File: config.mk
export PLATFORM = sky130hd
export DESIGN_NAME = uart_rx_fifo
export DESIGN_NICKNAME = d
export VERILOG_FILES = /design/src/rtl/uart_pkg.sv /design/src/rtl/uart_fifo_mem.sv /design/src/rtl/uart_rx_fifo.sv
export SDC_FILE = /design/constraint.sdc
export NUM_CORES = 1
export LEC_CHECK = 0
export CAP_MARGIN = 15
export CORE_UTILIZATION = 60
export DETAILED_ROUTE_END_ITERATION = 12
export MAX_ROUTING_LAYER = met4
export PLACE_DENSITY = 0.89
export RECOVER_POWER = 100
export SETUP_SLACK_MARGIN = 0.3
export SLEW_MARGIN = 25
export SYNTH_ARGS = -nofsm -noshare
export SYNTH_HDL_FRONTEND = slang
export SYNTH_HIERARCHICAL = 1
export SYNTH_SLANG_ARGS = --single-unit
File: constraint.sdc
create_clock -name clk -period 6.4 [get_ports clk]
set_input_delay 1.28 -clock clk [delete_from_list [all_inputs] [get_ports clk]]
set_output_delay 1.28 -clock clk [all_outputs]
set_load 0.03 [all_outputs]
File: src/rtl/uart_pkg.sv
// Shared types and defaults for the UART receive path.
package uart_pkg;

    typedef logic [7:0] uart_byte_t;

    localparam int unsigned UART_FIFO_DEPTH_DEFAULT = 16;

endpackage

File: src/rtl/uart_fifo_mem.sv
// Register-array storage for uart_rx_fifo: one synchronous write port, one async read port.
module uart_fifo_mem
    import uart_pkg::*;
#(
    parameter int unsigned depth     = UART_FIFO_DEPTH_DEFAULT,
    parameter int unsigned addr_bits = $clog2(depth)
) (
    input  logic                 clk,
    input  logic                 i_we,
    input  logic [addr_bits-1:0] i_waddr,
    input  uart_byte_t           i_wdata,
    input  logic [addr_bits-1:0] i_raddr,
    output uart_byte_t           o_rdata
);

    uart_byte_t mem_q [depth];

    // Contents are deliberately left unreset; occupancy is tracked by the owner.
    always_ff @(posedge clk) begin
        if (i_we) begin
            mem_q[i_waddr] <= i_wdata;
        end
    end

    assign o_rdata = mem_q[i_raddr];

endmodule

File: src/rtl/uart_rx_fifo.sv
// Show-ahead byte FIFO behind uart_rx with fill level and sticky overflow.
// Define UART_FIFO_SUM_EN to keep a running 32-bit sum of popped bytes on o_sum.
module uart_rx_fifo
    import uart_pkg::*;
#(
    parameter int unsigned depth = UART_FIFO_DEPTH_DEFAULT
) (
    input  logic               clk,
    input  logic               rst,
    input  logic [7:0]         i_data,
    input  logic               i_valid,
    input  logic               i_ready,
    output logic [7:0]         o_data,
    output logic               o_valid,
    output logic [$clog2(depth):0] o_count,
    output logic               o_full,
    output logic               o_overflow,
    output logic [31:0]        o_sum
);

    localparam int unsigned addr_bits = $clog2(depth);
    localparam logic [addr_bits:0] full_count = (addr_bits + 1)'(depth);

    logic [addr_bits-1:0] rd_ptr_q, rd_ptr_d;
    logic [addr_bits-1:0] wr_ptr_q, wr_ptr_d;
    logic [addr_bits:0]   count_q, count_d;
    logic                 overflow_q, overflow_d;
    logic                 push, pop;
    uart_byte_t           rdata;

    uart_fifo_mem #(
        .depth     (depth),
        .addr_bits (addr_bits)
    ) u_mem (
        .clk     (clk),
        .i_we    (push),
        .i_waddr (wr_ptr_q),
        .i_wdata (i_data),
        .i_raddr (rd_ptr_q),
        .o_rdata (rdata)
    );

    always_comb begin
        o_valid = (count_q != '0);
        o_full  = (count_q == full_count);
        o_count = count_q;
        o_data  = o_valid ? rdata : 8'h00;
        pop     = i_ready && o_valid;
        // Popping frees a slot in the same cycle, so a full FIFO can still accept a push.
        push    = i_valid && (!o_full || pop);

        rd_ptr_d   = pop  ? rd_ptr_q + 1'b1 : rd_ptr_q;
        wr_ptr_d   = push ? wr_ptr_q + 1'b1 : wr_ptr_q;
        overflow_d = overflow_q || (i_valid && !push);

        unique case ({push, pop})
            2'b10:   count_d = count_q + 1'b1;
            2'b01:   count_d = count_q - 1'b1;
            default: count_d = count_q;
        endcase
    end

    always_ff @(posedge clk or posedge rst) begin
        if (rst) begin
            rd_ptr_q   <= '0;
            wr_ptr_q   <= '0;
            count_q    <= '0;
            overflow_q <= 1'b0;
        end else begin
            rd_ptr_q   <= rd_ptr_d;
            wr_ptr_q   <= wr_ptr_d;
            count_q    <= count_d;
            overflow_q <= overflow_d;
        end
    end

    assign o_overflow = overflow_q;

`ifdef UART_FIFO_SUM_EN
    logic [31:0] sum_q, sum_d;

    always_comb begin
        sum_d = pop ? sum_q + {24'b0, o_data} : sum_q;
    end

    always_ff @(posedge clk or posedge rst) begin
        if (rst) begin
            sum_q <= '0;
        end else begin
            sum_q <= sum_d;
        end
    end

    assign o_sum = sum_q;
`else
    assign o_sum = 32'h0;
`endif

endmodule

# Yosys cells after proc, flatten, opt, wreduce, memory -nomap -nowiden

Memories as Yosys holds them, arrays and structs flattened.
Cells that the tools add are included.

Word-level logic and storage cells: 25
Register bits after elaboration: 14
Output and inout port bits: 48
Bits of input ports: 12
RAM bits: 128
Memories: 1

Add/sub/neg operators: 4
Multiplexer cells: 4
Reduce and logical (&&, ||, !) cells: 9
Equal/unequal tests: 3

Memories:

| memory      | depth | bits a word | rd ports | clocked after Yosys merged registers in | write ports | line                | text |
|---|---|---|---|---|---|---|---|
| u_mem.mem_q | 16    | 8           | 1        | 0                                       | 1           | uart_fifo_mem.sv:16 | `uart_byte_t mem_q [depth];` |

Operators by type and width:

| kind                | count |
|---|---|
| $pmux 5 s2          | 1 |
| $add 4x1->4 const B | 2 |
| $mux 8              | 1 |
| $add 5x1->5 const B | 1 |
| $eq 5x5->1 const B  | 1 |
| $reduce_bool 5->1   | 1 |
| $sub 5x1->5 const B | 1 |
| $logic_and 1x1->1   | 3 |
| $eq 2x1->1 const B  | 1 |
| $eq 2x2->1 const B  | 1 |
| $logic_not 1->1     | 2 |
| $logic_or 1x1->1    | 2 |
| $mux 1              | 2 |
| $reduce_bool 2->1   | 1 |

# Logic depth before layout (Yosys ltp)

Depth in word-level cells: 7
Depth in mapped cells: 9
Depth with buffers taken out: 8

# Modules after synthesis

Netlist, hierarchy kept.

By module, submodules not included:

| module        | seq. area each (um2) | cells each | area each (um2) | times used |
|---|---|---|---|---|
| uart_fifo_mem | 3,843.7              | 221        | 4,987.3         | 1 |
| uart_rx_fifo  | 350.3                | 131        | 1,171.1         | 1 |

# Worst setup path before layout

No wires, ideal clock.

Path type: input -> register
Start point: input i_ready
End point: memory u_mem/mem_q[0][0] (netlist bit) (enable)
Stages: 4
Setup time: 0.383 ns
Buffers on the path: 0
Data arrival time: 2.859 ns
Required time: 6.017 ns
Setup slack: 3.157 ns
Cells stage by stage: nor2b_1 > a21boi_1 > or3b_2 > nor3_1

Cells in the longest elaborated chain, start to end: 5

Ends and longest elaborated chain:

| item                         | line                | text |
|---|---|---|
| from (decl)                  | uart_rx_fifo.sv:12  | `input logic i_ready,` |
| $logic_and 1x1->1            | uart_rx_fifo.sv:48  | `pop = i_ready && o_valid;` |
| $logic_or 1x1->1             | uart_rx_fifo.sv:50  | `push = i_valid && (!o_full \|\| pop);` |
| $logic_and 1x1->1            | uart_rx_fifo.sv:50  |  |
| named net push               | uart_rx_fifo.sv:28  | `logic push, pop;` |
| $mux 1                       | uart_fifo_mem.sv:20 | `if (i_we) begin` |
| $mux 1 (implied by the code) | uart_fifo_mem.sv:21 | `mem_q[i_waddr] <= i_wdata;` |
| to (decl)                    | uart_fifo_mem.sv:16 |  |

The timed path passes the listed nets, and every way through them passes these cells.

# Final worst setup path

Start point: register rd_ptr_q[0]
End point: output o_data[1]

Cells in the longest elaborated chain, start to end: 2

Ends and longest elaborated chain:

| item                   | line               | text |
|---|---|---|
| from (decl)            | uart_rx_fifo.sv:24 | `logic [addr_bits-1:0] rd_ptr_q, rd_ptr_d;` |
| from (signal assigned) | uart_rx_fifo.sv:70 | `rd_ptr_q <= rd_ptr_d;` |
| $mem_v2 16x8           | -                  |  |
| named net rdata[1]     | uart_rx_fifo.sv:29 | `uart_byte_t rdata;` |
| $mux 8                 | uart_rx_fifo.sv:47 | `o_data = o_valid ? rdata : 8'h00;` |
| to (decl)              | uart_rx_fifo.sv:13 | `output logic [7:0] o_data,` |

The timed path passes the listed nets, and every way through them passes these cells.

==> reports/metrics.csv <==
metric,value,unit
hold_buffers,0,
place_area,0.00640,mm^2
initial_utilization,62.4,%
ys_async_sr_fraction,9.86,%
synth_xor_xnor_area_share,1.14,%
final-seq-area,0.00420,mm^2
power_switching_share,34.6,%
yosys_warnings,6,
seqPwrFrac,39.5,%
ant_nets,0,
antenna_found_initial,0,
skew,0.0114,ns
post-route-period-util,71.2,%
rows,36,
cts.htree.levels,4,
cts_tree,yes,
root_buffer,clkbuf_8,
avgSynthCellArea,17.5,um^2
dp_cells,499,
synth_top_family_by_area,multiplexers,
ys_types,48,
worst_pin_slew,1.34,ns
dr_total_vias,3248,
netlist_instances,352,
globalplace.congestion,0.914,
path_cells,mux4_1 -> a22oi_1 -> nand2_1 -> and2_1 -> dlygate4sd3_1,
grt_setup_unrepaired,false,
dieArea,0.0107,mm^2
yosysTopAreaCell,edfxtp_1,
nets,403,
maxSlewHeadroom,10.2,%
drt-initial-drc-count,300,
grt_use_total,25.9,%
critPathLaunchType,flop,
synth_top_area_share,62.4,%
yosys.area_share.simple,5.73,%
path_class,flop to output pin,
status,finished clean,
ir_drop,281,uV
grt_start_max_net_pins,36,
synth_compound_area_share,4.67,%
syn2layout_area_growth,13.3,%
p_clk_share,29.0,%
portBuffers,27,
grt-ovfl-total,0,
synth_edf_count,128,
clk_pin_slew_worst_paths,0.06,ns
num_io_pins,60,
hold_viol,0,
yosysSeqAreaShare,68.1,%
design_area,0.00698,mm^2
synth_mux_area_share,13.1,%
post_drt_wl_per_cell,22.6,um
coreArea,0.00986,mm^2
ys_ff_latch,142,
setup_tns,0,ns
clock.fmax,0.219,GHz
die_y,103,um
slew_violations,0,
wirelength,12000,um
combPwrFrac,31.6,%
final_cells,531,
internal-power,2.22,mW
p_switching,1.17,mW
cp-end-kind,output pin,
crit_arrival,3.28,ns
fin_crit,4.56,ns
postCtsResizedCells,0,
dp_hpwl,7300,um
nFillCells,576,
synthTopCellsByArea,"edfxtp_1 62%, mux4_2 6.6%, mux4_1 6.0%",
setup_viol,0,
clk_path_buf_depth,2,
first_global_vias,3177,
min_path_type,flop to flop,
p_per_area,487,mW/mm^2
maxCapViolations,0,
slowest_stage,dfrtp_4,
drtPass1Iterations,5,
cts_buffers,17,
drive_gt1_share,14.8,%
multi_input_area,0.00172,mm^2
power.leakage,2.43,nW
route.detailed.drc,0,
worstSkewPairLatency,0.52,ns
cts_setup_buffers,0,
cts_sinks,142,
synth_area,0.00616,mm^2
fp.dieW,103,um
synthAdderAreaFrac,1.34,%
synthFlopType,edfxtp_1,
via_per_inst,6.12,
num_antenna_cells,0,
grt_pass1_wl,18100,um
required,5.12,ns
cp_max_fo,35,
max_stage_delay,0.84,ns
cells in the mapped netlist, types with 2 or more instances:
master           number
a21oi_1               7
a22oi_1              16
and2_1                9
buf_2                 4
buf_4                33
buf_6                 3
clkdlybuf4s25_2       3
dfrtp_1              14
edfxtp_1            128
ha_1                  5
inv_1                 5
mux2_2                2
mux4_1               14
mux4_2               18
nand2_1              13
nand2b_1              5
nand3_1               5
nand3b_1              2
nor2_1               23
nor2b_1               3
nor3_1                4
o211ai_1              2
o21ai_0               3
xnor2_1               4
xor2_1                4
layer usage:
layer / track usage, % / wire length, um
met5: - / 0
met4: 12.4 / 325
met3: 8.00 / 953
met2: 40.6 / 6350
met1: 31.0 / 4370
power groups by stage:
| stage | clock network [mW] | logic (mW) | registers, mW |
|---|---|---|---|
| finish | 0.983 | 1.07 | 1.34 |
| CTS | 0.997 | 1.10 | 1.34 |
| detailed placement | 0 | 1.08 | 1.36 |
| global route | 1.04 | 1.14 | 1.36 |
| global placement | 0 | 1.05 | 1.34 |
| floorplan | 0 | 0.834 | 1.27 |
per-stage QoR:
step	power (mW)	utilization (%)	worst slack, ns	hold WS (ns)
final	3.39	70.7	1.84	0.523
after global routing	3.54	70.7	1.68	0.551
after CTS	3.44	70.9	1.64	0.528
after detailed placement	2.44	64.8	2.12	0.506
after global placement	2.39	64.7	2.22	0.481
after floorplan	2.10	-	3.16	0.483
registers in the layout (all words and copies together) (netlist names):
| name | cells |
|---|---|
| rd_ptr_q | 4 |
| u_mem/mem_q | 128 |
| o_overflow | 1 |
| o_count | 5 |
| wr_ptr_q | 4 |
worst paths after layout:
check	to	start	slack, ns	cells after the start
worst max-delay path	o_data[1]	rd_ptr_q[0]	1.84	5
worst min-delay path	o_overflow	o_overflow	0.52	1
worst max register to register	u_mem/mem_q[8][1]	o_count[4]	3.19	4
worst min register to register	o_overflow	o_overflow	0.52	1
max in group asynchronous	rd_ptr_q[0]	rst	4.72	2
min in group asynchronous	o_count[1]	rst	1.26	2
worst max-delay path: cells and delay by family (launching register included):
kind                   cells  cell delay (ns)
buffers and inverters      1             0.69
multiplexers               1             0.71
AND/OR/NAND/NOR            2             0.25
AO/OA/AOI/OAI              1             0.27
flip-flops                 1             0.84
final cells by class:
| class | count | share of cell area, % |
|---|---|---|
| Sequential cell | 142 | 60.2 |
| Clock buffer | 18 | 5.99 |
| Tap cell | 133 | 2.38 |
| Inverter | 6 | 0.323 |
| Timing Repair Buffer | 28 | 3.98 |
| Clock inverter | 14 | 2.56 |
| Multi-Input combinational cell | 190 | 24.6 |
cells by family after synthesis:
logic type                 count (synthesis)
DFF                                      142
and+or+nand+nor                           69
buffers and inverters                     51
AOI/OAI and AO/OA                         40
muxes                                     35
xor gates and xnor gates                   8
adders and majority gates                  6
other                                      1
layout by cell type, fill, tap and decap left out, types with 2 or more instances in the layout:
master / n
clkbuf_16: 16
o21ai_0: 5
mux4_1: 14
a22oi_1: 16
ha_1: 5
inv_6: 7
nor2_1: 23
inv_1: 5
bufinv_16: 3
edfxtp_1: 128
nand3b_1: 2
mux2_2: 2
and2_1: 9
a21oi_1: 7
dlygate4sd3_1: 26
nor2b_1: 3
nand3_1: 5
clkinvlp_4: 3
mux4_2: 18
xnor2_1: 4
nand2b_1: 5
dfrtp_1: 12
conb_1: 32
nand2_1: 13
xor2_1: 4
nor3_1: 4
o211ai_1: 2
Power figures use the tool's default switching activity.
